[src/rtl/seq_mult_shift_add.sv]
// Sequential shift-add multiplier: one multiplier bit per clock, start/busy/done handshake.
// Define SEQ_MULT_SIGNED_EN to add the signed_mode port (two's complement operands).
module seq_mult_shift_add #(
    parameter int WIDTH = 6
) (
    input  logic               clk,
    input  logic               rst,
    input  logic               start,
    input  logic [WIDTH-1:0]   a,
    input  logic [WIDTH-1:0]   b,
`ifdef SEQ_MULT_SIGNED_EN
    input  logic               signed_mode,
`endif
    output logic               busy,
    output logic               done,
    output logic [2*WIDTH-1:0] product
);

    localparam int CW = $clog2(WIDTH) + 1;
    localparam logic [CW-1:0] LAST_COUNT = CW'(WIDTH - 1);

    typedef enum logic [1:0] {
        IDLE,
        RUN,
        DONE
    } state_t;

    state_t           state;
    state_t           state_next;
    logic [WIDTH-1:0] m;
    logic [WIDTH-1:0] q;
    logic [WIDTH-1:0] acc;
    logic [CW-1:0]    count;
    logic             sgn;
    logic             accept;
    logic             last;
    logic [WIDTH:0]   acc_ext;
    logic [WIDTH:0]   m_ext;
    logic [WIDTH:0]   sum;

    always_ff @(posedge clk) begin
        if (rst) state <= IDLE;
        else     state <= state_next;
    end

    // NOTE: every output of this block gets a default first, so no path can infer a latch.
    always_comb begin
        state_next = state;
        accept     = 1'b0;
        last       = 1'b0;
        case (state)
            IDLE: begin
                if (start) begin
                    state_next = RUN;
                    accept     = 1'b1;
                end
            end
            RUN: begin
                if (count == LAST_COUNT) begin
                    state_next = DONE;
                    last       = 1'b1;
                end
            end
            DONE: begin
                accept     = start;
                state_next = start ? RUN : IDLE;
            end
            default: state_next = IDLE;
        endcase
    end

    assign busy = (state == RUN);
    assign done = (state == DONE);

`ifdef SEQ_MULT_SIGNED_EN
    logic sgn_q;

    always_ff @(posedge clk) begin
        if (rst)         sgn_q <= 1'b0;
        else if (accept) sgn_q <= signed_mode;
    end

    assign sgn = sgn_q;
`else
    assign sgn = 1'b0;
`endif

    // The extra top bit holds the carry (unsigned) or the true sign of the sum (signed),
    // so the right shift always brings in the correct bit.
    always_comb begin
        acc_ext = {sgn & acc[WIDTH-1], acc};
        m_ext   = {sgn & m[WIDTH-1], m};
        sum     = acc_ext;
        if (q[0]) sum = (sgn && last) ? acc_ext - m_ext : acc_ext + m_ext;
    end

    // NOTE: the datapath registers are few and ordinary flops, so all of them are reset;
    // non-blocking assignments keep every register reading pre-edge values.
    always_ff @(posedge clk) begin
        if (rst) begin
            m       <= '0;
            q       <= '0;
            acc     <= '0;
            count   <= '0;
            product <= '0;
        end else if (accept) begin
            m     <= a;
            q     <= b;
            acc   <= '0;
            count <= '0;
        end else if (state == RUN) begin
            acc   <= sum[WIDTH:1];
            q     <= {sum[0], q[WIDTH-1:1]};
            count <= count + CW'(1);
            if (last) product <= {sum[WIDTH:1], sum[0], q[WIDTH-1:1]};
        end
    end

endmodule

[config.mk]
export PLATFORM = sky130hd
export DESIGN_NAME = seq_mult_shift_add
export DESIGN_NICKNAME = d
export VERILOG_FILES = /design/src/rtl/seq_mult_shift_add.sv
export SDC_FILE = /design/constraint.sdc
export NUM_CORES = 1
export LEC_CHECK = 0
export ABC_AREA = 1
export CORE_UTILIZATION = 56
export DETAILED_ROUTE_END_ITERATION = 10
export PLACE_DENSITY = 0.82
export REMOVE_ABC_BUFFERS = 1
export SYNTH_ARGS = -nofsm -noshare
export SYNTH_HDL_FRONTEND = slang
export SYNTH_SLANG_ARGS = --single-unit
export TNS_END_PERCENT = 10
[constraint.sdc]
create_clock -name clk -period 4.1 [get_ports clk]
set_input_delay 0.41 -clock clk [delete_from_list [all_inputs] [get_ports clk]]
set_output_delay 0.41 -clock clk [all_outputs]
set_load 0.02 [all_outputs]
==> results of run 1 <==
## final cells by class
type | instances | area (um2) | area share
repair buffers | 28 | 280 | 0.139
clock buffers | 8 | 58.8 | 0.0292
well taps | 31 | 38.8 | 0.0192
inverters | 28 | 110 | 0.0546
multi-input cells | 157 | 808 | 0.401
flip-flops and latches | 36 | 721 | 0.357
## synthesized netlist by cell type, drive strengths merged
master	count
nand2	53
dfxtp	36
inv	28
o21ai	25
nor2	24
nand3	21
a21oi	13
ha	8
a31oi	6
buf	6
or2	2
fa	1
nand3b	1
nor3	1
nor3b	1
o221ai	1
## critical path: stages (launching register included)
cell             delay, ns
dfxtp_1               0.38
nand2_2               0.17
inv_2                 0.28
clkdlybuf4s50_1       0.67
## placed cells by master, fill, tap and decap left out
cell             netlist  routed
nand3_1               21      21
nor2_1                23      23
or2_2                  1       1
clkdlybuf4s50_1        0      28
fa_1                   1       1
inv_1                 24      24
a31oi_1                6       6
nand3b_1               1       1
o21ai_0               24      24
nor3_1                 1       1
nand2_1               46      46
nor2_4                 1       1
ha_1                   8       8
clkbuf_4               0       5
inv_6                  1       1
dfxtp_1               36      36
nand2_2                7       7
or2_1                  1       1
o21ai_1                1       1
o221ai_1               1       1
a21oi_1               13      13
nor3b_1                1       1
clkbuf_8               0       1
clkbuf_1               0       2
inv_2                  3       3
## state kept, by name (all words and copies together) (netlist names)
| name | cells |
|---|---|
| product | 12 |
| acc | 6 |
| m | 6 |
| q | 6 |
| count | 4 |
| state | 2 |
## per-layer routing
| metal | up-vias | part of all wire | GRT usage |
|---|---|---|---|
| li1 | 796 | - | - |
| met1 | 650 | 0.50 | 0.356 |
| met2 | 44 | 0.43 | 0.371 |
| met3 | 7 | 0.057 | 0.0476 |
| met4 | 0 | 0.015 | 0.0941 |
| met5 | - | 0 | 0 |
## power by group
group	total [mW]	internal [mW]	switching, mW
Sequential	0.377	0.364	0.0129
Combinational	0.0964	0.0392	0.0573
Clock	0.200	0.0847	0.115
Total	0.674	0.488	0.186
## worst paths after layout
kind                    from           to  slack, ns  cells past startpoint
hold / removal    product[7]   product[7]       0.47                      2
hold reg to reg   product[7]   product[7]       0.47                      2
setup / recovery    state[0]         busy       1.85                      3
setup reg to reg      acc[0]  product[11]       2.43                      5
## cells by family (layout without fill, tap and decap cells)
family | after synthesis | count (layout)
fa+ha+maj | 9 | 9
compound gates | 45 | 45
flops | 36 | 36
buf+inv | 34 | 64
simple gates | 103 | 103
==> results.toml, run 1 <==
[logic_synthesis]
syn_inst = 227
synth_compound_area_frac = 0.139
yosysWarnings = 0
synth_area_mm2 = 0.00170
synth_seq_cells = 36
ys_types = 25
yosysSeqAreaShare = 0.424
synth.area.mux_share = 0
synth_top_family_by_area = "simple AND/OR/NAND/NOR gates"
synth.top_cell.area_share = 0.424
synthAdderAreaFrac = 0.0707
yosysTopAreaCell = "dfxtp_1"
synth_xor_area_frac = 0
synthTopCellsByArea = "dfxtp_1, nand2_1, o21ai_0, nand3_1, ha_1"
synthSimpleGateAreaFrac = 0.266
syn_avg_cell_area_um2 = 7.49

[routing]
antenna_left = 0
drtIter0Drc = 72
avgViaCountPerCell = 5.20
vias = 1497
wirelength_mm = 3.67
drt_pass1_iterations = 7
wire_per_inst_um = 12.7
drc_errors = 6

[clocking]
cts.path.max_buffers = 2
numClockSinks = 36
cts_tree = "done"
root_buffer = "clkbuf_4"
cts_made_buffers = 5
clk_pin_slew_ns = 0.10
cts_resized = 0
clock_latency_ns = 0.34
ctsHoldBuffers = 0
cts_setup_buffers = 0
htreeDepth = 2

[floorplan]
num_rows = 19
start_util = 0.606
coreArea_mm2 = 0.00281
die_w_um = 57.1
ios = 29
dieHeight_um = 57.1
die_area_mm2 = 0.00326

[placement]
portBuffers = 28
placed_area_mm2 = 0.00196
place_inst = 280
place.gp.congestion = 0.779
dp_hpwl_mm = 2.60
dp_slack_ns = 2.00

[global_routing]
grt_first_pass_wirelength_mm = 6.11
antenna_found_initial = 0
grt-ovfl-total = 0
grt_pass1_vias = 1335
grt.total_usage = 0.248
grt_max_degree = 21

[power_and_ir_drop]
powerDensity_mw_per_mm2 = 334
power.total_uw = 674
p_leak_nw = 0.891
ir_worst_vdd_uv = 317

[worst_setup_path]
crit_fanout = 19
cp.arrival_ns = 1.84
worst-setup-path-type = "reg -> out"
cp-start-kind = "register"
critPathRequiredTime_ns = 3.69
cp-end-kind = "primary output"

[hold_path]
hold_path.class = "reg -> reg"

[layout]
instances_no_fill = 288
post-route-util = 0.719
finish.instance_area_mm2 = 0.00202
fill_cells = 237
nets = 280
syn2layout_area_growth_pct = 18.7
antenna_cells = 0
drive_gt1_frac = 0.0739

[timing]
fin_skew_ns = 0.00522
slew_headroom = 0.581
hold_viol = 0
worst_pin_slew_ns = 0.628
rsz0062_at_grt = "false"
min_period_ns = 2.25
final.period_utilization = 0.548
setup_tns_ns = 0
setup_slack_ns = 1.85
finalSetupViolCount = 0
fmax_ghz = 0.445
maxSlewViolCount = 0
hold_slack_ns = 0.473

[outcome]
violations = "DRC"
status = "finished, violations left"

[flow_run]
maxCapViolations = 0
Power figures use the tool's default switching activity.
==> run 2: changes to the inputs <==
- CORE_UTILIZATION: 56 -> 47
- PLACE_DENSITY: 0.82 -> 0.73
- clock period: 4.1 -> 2 ns (I/O delays scaled with it)
==> run 2 against run 1 <==
  * The flow now finishes without violations
  * First-iteration DRC count increased by 2.8%
  * Combinational power up 110%
  * Largest cell class unchanged
  * Clock power increased by 93%
  * Global-route usage fell by 3.8 points
  * Worst hold slack got worse by 0.037 ns
  * Non-clock buffer count is 3 higher
  * Flip-flop and latch count is the same
  * Sequential power rose by 110%
  * Die area rose by 18%
  * Via count grew 0.73%
==> results.toml, run 2 (synthesized netlist as in run 1, its figures left out) <==
[clocking]
htreeDepth = 2
numClockSinks = 36
cts_setup_buffers = 0
cts_resized = 0
clk_pin_slew_ns = 0.11
root_buffer = "clkbuf_4"
cts_tree = "done"
cts_made_buffers = 5
ctsHoldBuffers = 0
clock_latency_ns = 0.35
cts.path.max_buffers = 2

[routing]
avgViaCountPerCell = 4.93
wire_per_inst_um = 11.9
drt_pass1_iterations = 6
wirelength_mm = 3.64
drc_errors = 0
drtIter0Drc = 74
antenna_left = 0
vias = 1508

[placement]
portBuffers = 28
dp_hpwl_mm = 2.71
place.gp.congestion = 0.827
dp_slack_ns = 0.330
place_inst = 298

[layout]
largest-register = "product"
drive_gt1_frac = 0.0923
syn2layout_area_growth_pct = 21.0
instances_no_fill = 306
post-route-util = 0.606
largest_reg_flops = 12
antenna_cells = 0
final_common_cell = "nand2_1"
final_cell_mix = "nand2_1, dfxtp_1, clkdlybuf4s50_1"
nets = 283

[floorplan]
num_rows = 21
dieHeight_um = 62.1
start_util = 0.501
coreArea_mm2 = 0.00339
ios = 29
die_w_um = 62.1
die_area_mm2 = 0.00386

[timing]
fmax_ghz = 0.562
maxSlewViolCount = 0
final.period_utilization = 0.890
finalSetupViolCount = 0
rsz0062_at_grt = "false"
fin_skew_ns = 0.0153
min_period_ns = 1.78
worst_pin_slew_ns = 0.479
hold_slack_ns = 0.436
setup_tns_ns = 0
setup_slack_ns = 0.221
hold_viol = 0
slew_headroom = 0.681

[worst_setup_path]
crit_fanout = 10
critPathTopFamily = "buffers and inverters"
crit_chain = "nand2_2 -> inv_2 -> clkdlybuf4s50_1"
slowest_stage = "clkdlybuf4s50_1"
crit_path_max_incr_delay_ns = 0.60
cp_num_buf_inv = 2
cp.arrival_ns = 1.58
cp-end-kind = "primary output"
cp-start-kind = "register"
r2r-start = "acc[0]"
cp-startpoint = "state[0]"
worst-setup-path-type = "reg -> out"
critPathRequiredTime_ns = 1.80

[global_routing]
grt-ovfl-total = 0
grt.total_usage = 0.210
grt_pass1_vias = 1404
grt_first_pass_wirelength_mm = 6.37
grt_max_degree = 19
antenna_found_initial = 0

[hold_path]
min-delay-start = "b[1]"
hold_path.class = "in -> reg"

[power_and_ir_drop]
ir_worst_vdd_uv = 585
powerDensity_mw_per_mm2 = 663
p_leak_nw = 0.908

[flow_run]
maxCapViolations = 0

[outcome]
status = "finished clean"
## run 2: tightest hold or removal path: cells and delay by family
family	cells	cell delay, ns
compound gates	1	0.07
simple gates	1	0.06
buf+inv	1	0.41
## run 2: through the flow
stage / cell area (um2) / total power [mW]
2_1_floorplan: 1640 / 0.910
3_3_place_gp: 2000 / 0.986
3_5_place_dp: 2000 / 0.991
4_1_cts: 2060 / 1.37
5_1_grt: 2060 / 1.44
6_report: 2060 / 1.36
## run 2: report_power, final
group          internal [mW]  leakage, nW  switching (mW)
Sequential             0.747        0.294          0.0262
Clock                  0.135       0.0349           0.251
Combinational         0.0849        0.579           0.118
## run 2: routing by layer
metal,global-route usage,part of all wire,wire (um)
met5,0,0,0
met4,0.0930,0.019,70
met3,0.0441,0.038,138
met2,0.309,0.42,1540
met1,0.294,0.52,1890
## run 2: final timing paths
path / cells past startpoint / slack, ns / endpoint
worst max-delay path: 3 / 0.22 / busy
worst min-delay path: 3 / 0.44 / q[1]
worst max register to register: 6 / 0.41 / acc[1]
worst min register to register: 2 / 0.48 / product[7]
## run 2: layout make-up
type	instances	area, um2
timing repair buffer	31	303
fill	330	1330
clock buffer	5	37.5
inverter	28	110
tap	46	57.6
sequential	36	721
clock inverter	3	18.8
multi-input combinational	157	808
==> run 3: changes to the inputs <==
- HOLD_SLACK_MARGIN: default -> 0.08
- SKIP_CTS_REPAIR_TIMING: default -> 1
==> results of run 3 <==
No change in the layout: final DEF, timing and power equal those of run 2.
